==> src/rtl/mult_seq.sv <==
// mult_seq: iterative radix-2 shift-add multiplier used by the EX stage for
// MULT/MULTU. The operands are latched on start. The unit then runs one
// shift-add step per clock. After WIDTH steps it writes the signed or unsigned
// 2*WIDTH-bit product to hi/lo.
// All state updates on the falling edge of clock.
//
// Ports:
//   clock        system clock (falling-edge active)
//   reset_n      asynchronous reset, active-low
//   multiplicand operand A, sampled on start
//   multiplier   operand B, sampled on start
//   signed_op    1 = two's-complement multiply, 0 = unsigned; sampled on start
//   start        begin (or restart) an operation; level-sampled every edge
//   hi, lo       registered product, upper/lower halves
//   busy         high while iterating
//   done         one-cycle pulse when hi/lo are written
module mult_seq #(
  parameter int WIDTH = 32
) (
  input  logic             clock,
  input  logic             reset_n,
  input  logic [WIDTH-1:0] multiplicand,
  input  logic [WIDTH-1:0] multiplier,
  input  logic             signed_op,
  input  logic             start,
  output logic [WIDTH-1:0] hi,
  output logic [WIDTH-1:0] lo,
  output logic             busy,
  output logic             done
);

  localparam int CW = $clog2(WIDTH);

  logic [CW-1:0]    count;
  logic [WIDTH-1:0] acc, mq, mcand;
  logic             neg;

  // Operand magnitudes. A signed -2^(WIDTH-1) negates to itself. Read as
  // unsigned, that value is exactly 2^(WIDTH-1), so no extra bit is needed.
  logic             a_neg, b_neg;
  logic [WIDTH-1:0] a_mag, b_mag;
  assign a_neg = signed_op & multiplicand[WIDTH-1];
  assign b_neg = signed_op & multiplier[WIDTH-1];
  assign a_mag = a_neg ? (~multiplicand + 1'b1) : multiplicand;
  assign b_mag = b_neg ? (~multiplier + 1'b1)   : multiplier;

  // One shift-add step. The adder's carry drops into acc's MSB through the
  // right shift, so the 2*WIDTH-bit partial product never overflows.
  logic [WIDTH:0]     sum;
  logic [WIDTH-1:0]   acc_nxt, mq_nxt;
  logic [2*WIDTH-1:0] prod, result;
  assign sum     = {1'b0, acc} + (mq[0] ? {1'b0, mcand} : '0);
  assign acc_nxt = sum[WIDTH:1];
  assign mq_nxt  = {sum[0], mq[WIDTH-1:1]};
  assign prod    = {acc_nxt, mq_nxt};
  assign result  = neg ? (~prod + 1'b1) : prod;

  always_ff @(negedge clock or negedge reset_n) begin
    if (!reset_n) begin
      busy  <= 1'b0;
      done  <= 1'b0;
      hi    <= '0;
      lo    <= '0;
      count <= '0;
      acc   <= '0;
      mq    <= '0;
      mcand <= '0;
      neg   <= 1'b0;
    end else begin
      done <= 1'b0;
      if (start) begin
        // Start wins over iteration, so a start while busy aborts and restarts.
        mcand <= a_mag;
        mq    <= b_mag;
        acc   <= '0;
        neg   <= a_neg ^ b_neg;
        count <= '0;
        busy  <= 1'b1;
      end else if (busy) begin
        acc   <= acc_nxt;
        mq    <= mq_nxt;
        count <= count + 1'b1;
        if (count == CW'(WIDTH-1)) begin
          {hi, lo} <= result;
          busy     <= 1'b0;
          done     <= 1'b1;
        end
      end
    end
  end

endmodule
==> config.mk <==
export PLATFORM = sky130hd
export DESIGN_NAME = mult_seq
export DESIGN_NICKNAME = d
export VERILOG_FILES = /design/src/rtl/mult_seq.sv
export SDC_FILE = /design/constraint.sdc
export NUM_CORES = 1
export LEC_CHECK = 0
export CORE_ASPECT_RATIO = 2
export CORE_MARGIN = 3
export CORE_UTILIZATION = 50
export DETAILED_ROUTE_END_ITERATION = 12
export PLACE_DENSITY = 0.74
export SLEW_MARGIN = 20
export SYNTH_ARGS = -nofsm -noshare
export SYNTH_HDL_FRONTEND = slang
export SYNTH_SLANG_ARGS = --single-unit
==> constraint.sdc <==
create_clock -name clock -period 5.69 [get_ports clock]
set_input_delay 1.138 -clock clock [delete_from_list [all_inputs] [get_ports clock]]
set_output_delay 1.138 -clock clock [all_outputs]
set_load 0.01 [all_outputs]
### After elaboration in Yosys (flattened, before gate mapping)

Index checks and enable logic that the tools add are counted.

* bits of input ports: 68
* register bits: 168
* output and inout port bits: 66

* add/subtract/negate cells: 5
* bitwise operators: 7
* reductions and logical operators: 2
* eq/ne operators: 1
* multiplexer cells: 16

Operator list (count)
* $mux W32: 7
* $add A32 B1 Y32 const B: 2
* $add A64 B1 Y64 const B: 1
* $mux W64: 1
* $not A32 Y32: 2
* $not A64 Y64: 1
* $add A32 B32 Y33: 1
* $mux W5: 2
* $mux W1: 6
* $add A5 B1 Y5 const B: 1
* $eq A5 B5 Y1 const B: 1
* $reduce_and A3 Y1: 1
* $and A1 B1 Y1: 2
* $reduce_bool A2 Y1: 1
* $not A1 Y1: 1
* $xor A1 B1 Y1: 1

### Longest topological paths before layout

* depth in word-level cells: 5
* mapped depth: 14
* mapped depth without buffers: 13

==> metrics.log <==
INFO  metric outcome = finished, violations left
INFO  metric failed_checks = negative setup slack
INFO  metric final_hold_viol_count = 0
INFO  metric cts_tree = done
INFO  metric clk_latency = 420 ps
INFO  metric netlist.top_cell.by_area = sky130_fd_sc_hd__dfrtn_1
INFO  metric floorplan.rows = 77
INFO  metric synth-edff-count = 0
INFO  metric most_frequently_used_cell_type_in_the_post_synthesis_netlist = sky130_fd_sc_hd__nand2_1
INFO  metric num-fill-cells = 1,866
INFO  metric worst_clock_skew = 7.371 ps
INFO  metric die_area = 24,850 µm²
INFO  metric wl_final = 35,850 µm
INFO  metric ys_async_sr_fraction = 100.0%
INFO  metric final-setup-viol-count = 8
INFO  metric chipWidth = 113.0 µm
INFO  metric dieHeight = 220.0 µm
INFO  metric dpl.hpwl = 27,620 µm
INFO  metric footprint_of_the_multi_input_gates = 7219 µm²
INFO  metric cap_viol_max_count = 0
INFO  metric crit_path_end_kind = register
INFO  metric ioPinCount = 134
INFO  metric drt_iter0_markers = 871
INFO  metric worst_ep_required_time = 3090 ps
INFO  metric most_used_flip_flop_cell_after_synthesis = sky130_fd_sc_hd__dfrtn_1
INFO  metric power.density_cell_area = 289.9 nW/µm²
INFO  metric grt_antenna_before_repair = 0
INFO  metric pin_slew_with_the_least_headroom_to_its_limit = 844.3 ps
INFO  metric yosys_cell_types = 73
INFO  metric numCtsBuffers = 17
INFO  metric synth_warnings = 0
INFO  metric netSwitchingFraction = 38.37%
INFO  metric fin_nets = 1,654
INFO  metric max-slew-margin-rel = 43.50%
INFO  metric layout-drive-gt1-share = 15.50%
INFO  metric grt_first_pass_wirelength = 56,580 µm
INFO  metric vias = 10,830
INFO  metric clockBufferDepth = 2
INFO  metric placement.setup.worst_slack = -1116 ps
INFO  metric power_switching = 1.639 mW
INFO  metric gr-total-overflow = 0
INFO  metric cts_hold_buffers = 0
INFO  metric holdWs = 422.4 ps
INFO  metric placed_cells = 1,788
INFO  metric core_area = 22,350 µm²
INFO  metric post_syn_area = 11,450 µm²
INFO  metric p_comb_share = 38.1%
INFO  metric power.share.sequential = 34.7%
INFO  metric startpoint_type = primary input
INFO  metric firstDrtPassIters = 5
INFO  metric syn_inst = 1,352
INFO  metric critical_path_arrival = 3500 ps
INFO  metric num_antenna_cells = 0
INFO  metric dominant_cells_by_area_after_synthesis = sky130_fd_sc_hd__dfrtn_1 (37%), sky130_fd_sc_hd__o21ai_0 (7.0%), sky130_fd_sc_hd__xor2_1 (6.7%), sky130_fd_sc_hd__nand2_1 (5.9%), sky130_fd_sc_hd__mux2i_1 (5.4%)
INFO  metric clock_sink_count = 168
INFO  metric syn-num-nets = 1,458
INFO  metric ys_seq_area_share = 36.73%
INFO  metric worst_slack = -411.1 ps
INFO  metric gp_routability_congestion = 1.023
INFO  metric instances_no_fill = 1,837
INFO  metric worstHoldPathType = reg2reg
INFO  metric grt_max_degree = 81
INFO  metric clock_tree.htree_level_count = 4
INFO  metric grtUsageTotal = 29.01%
INFO  metric static-leakage-power = 6.670 nW
INFO  metric timing.setup.critical_path_class = in2reg
INFO  metric signed_area_change_from_the_synthesized_netlist_to_the_final_layout = 28.72%
INFO  metric ant_nets = 0
INFO  metric clockRootBuffer = sky130_fd_sc_hd__clkbuf_16
INFO  metric timing.critical_path.fanout_max = 3
INFO  metric slew_viol_final = 0
INFO  metric route.detailed.drc = 0
INFO  metric rsz0062_at_grt = true
INFO  metric synth_top_area_share = 36.73%
INFO  metric worst_r2r_path_depth = 13
INFO  metric synthTopCellsByCount = sky130_fd_sc_hd__nand2_1 (179), sky130_fd_sc_hd__dfrtn_1 (168), sky130_fd_sc_hd__o21ai_0 (159)
INFO  metric cellInternalPower = 2.632 mW
INFO  metric vias_in_the_first_global_route = 11,090
INFO  metric synth_seq_cells = 168
INFO  metric sequential_cell_area_in_the_final_layout = 4204 µm²
INFO  metric wl_per_cell = 19.52 µm
INFO  metric cts.clk_slew.worst_paths = 50 ps
INFO  metric hold-path-cell-count = 2
INFO  metric power.share.clock = 27.2%
INFO  metric io_buffer_count = 133
INFO  metric via_per_inst = 5.895
INFO  metric postSynthAreaPerCell = 8.466 µm²
INFO  metric floorplan.initialDensity = 51.21%
INFO  metric power.ir.vdd_worst = 0.2713 mV
-- cells by family (layout without fill, tap and decap cells) --
group           count (synthesis)  after routing  synth area share [%]
simple gates                  484            484                 20.31
compound gates                358            358                 18.76
flops                         168            168                 36.73
xor+xnor                      142            142                 10.87
buf+inv                        97            306                 3.400
mux                            65             65                 5.717
fa+ha+maj                      38             38                 4.219
-- routing by layer --
metal | global-route usage [%] | wire (µm)
met2 | 55.42 | 19780
met3 | 3.930 | 1410
met5 | 0 | 0
met1 | 27.98 | 11960
met4 | 20.02 | 2701
-- timing repair --
item / 4_1_cts / 5_1_grt
setup endpoints to repair: 33 / 27
hold endpoints to repair: 0 / 0
pin swaps: 34 / 23
resized for setup: 79 / 35
setup buffers: 18 / 4
-- critical path, stage by stage --
cell and delay (ps):
sky130_fd_sc_hd__buf_8 100, sky130_fd_sc_hd__nor3_4 180, sky130_fd_sc_hd__nand3_2 110, sky130_fd_sc_hd__or4_4 540
sky130_fd_sc_hd__nor4_4 170, sky130_fd_sc_hd__and2_4 190, sky130_fd_sc_hd__nand3_2 80, sky130_fd_sc_hd__or4_4 470
sky130_fd_sc_hd__buf_6 150, sky130_fd_sc_hd__o21ai_4 120, sky130_fd_sc_hd__xor2_1 170, sky130_fd_sc_hd__a21oi_1 90
-- cells in the final DEF (no fill, tap or decap), types with 9 or more instances in the layout --
cell type	n
sky130_fd_sc_hd__a211oi_1	9
sky130_fd_sc_hd__nor4_1	15
sky130_fd_sc_hd__xor2_1	86
sky130_fd_sc_hd__o31ai_1	22
sky130_fd_sc_hd__mux2i_1	62
sky130_fd_sc_hd__xnor2_1	54
sky130_fd_sc_hd__clkbuf_16	17
sky130_fd_sc_hd__nand3_1	17
sky130_fd_sc_hd__buf_4	109
sky130_fd_sc_hd__nand4_1	15
sky130_fd_sc_hd__o21ai_0	147
sky130_fd_sc_hd__a21oi_1	81
sky130_fd_sc_hd__clkdlybuf4s50_1	112
sky130_fd_sc_hd__inv_1	18
sky130_fd_sc_hd__nor3_1	18
sky130_fd_sc_hd__or3_1	9
sky130_fd_sc_hd__nand2_1	175
sky130_fd_sc_hd__o21ai_1	10
sky130_fd_sc_hd__and2_1	38
sky130_fd_sc_hd__o41ai_1	11
sky130_fd_sc_hd__nor2_1	117
sky130_fd_sc_hd__ha_1	35
sky130_fd_sc_hd__dfrtn_1	168
-- flip-flops by register name, indices dropped and copies added, names as in the netlist --
signal,flops
count,5
done,1
acc,32
busy,1
mcand,32
mq,32
lo,32
hi,32
neg,1
-- power by group through the flow --
| stage | combinational (mW) | clock [mW] | sequential, mW |
|---|---|---|---|
| after floorplan | 1.09 | 0 | 1.46 |
| after global placement | 1.55 | 0 | 1.50 |
| after detailed placement | 1.58 | 0 | 1.50 |
| after CTS | 1.60 | 1.16 | 1.48 |
| after global routing | 1.78 | 1.22 | 1.50 |
| final | 1.63 | 1.16 | 1.48 |
-- path summary, 6_finish.rpt --
path	start	slack, ps	endpoint
max	multiplicand[2]	-410	mcand[27]
min	lo[17]	420	lo[17]
max reg2reg	mq[0]	820	hi[31]
min reg2reg	lo[17]	420	lo[17]
max in group asynchronous	reset_n	1600	mcand[3]
min in group asynchronous	reset_n	3370	lo[4]
-- layout make-up --
class                   instances  share of cell area, %
multi-input cells            1087                  49.00
flip-flops and latches        168                  28.53
repair buffers                251                  15.64
clock buffers                  20                  3.100
well taps                     276                  2.344
clock inverters                12                 0.7898
inverters                      23                 0.5860
-- per-stage QoR --
step | utilization [%] | area, µm² | total power [mW] | setup TNS (ps)
after floorplan | - | 11560 | 2.553 | -1576
after global placement | 61.62 | 13770 | 3.052 | -23590
after detailed placement | 61.62 | 13770 | 3.088 | -25440
after CTS | 65.57 | 14660 | 4.246 | -4296
after global routing | 65.91 | 14730 | 4.501 | -2852
final | 65.91 | 14730 | 4.271 | -1278
(Power assumes the default switching activity.)
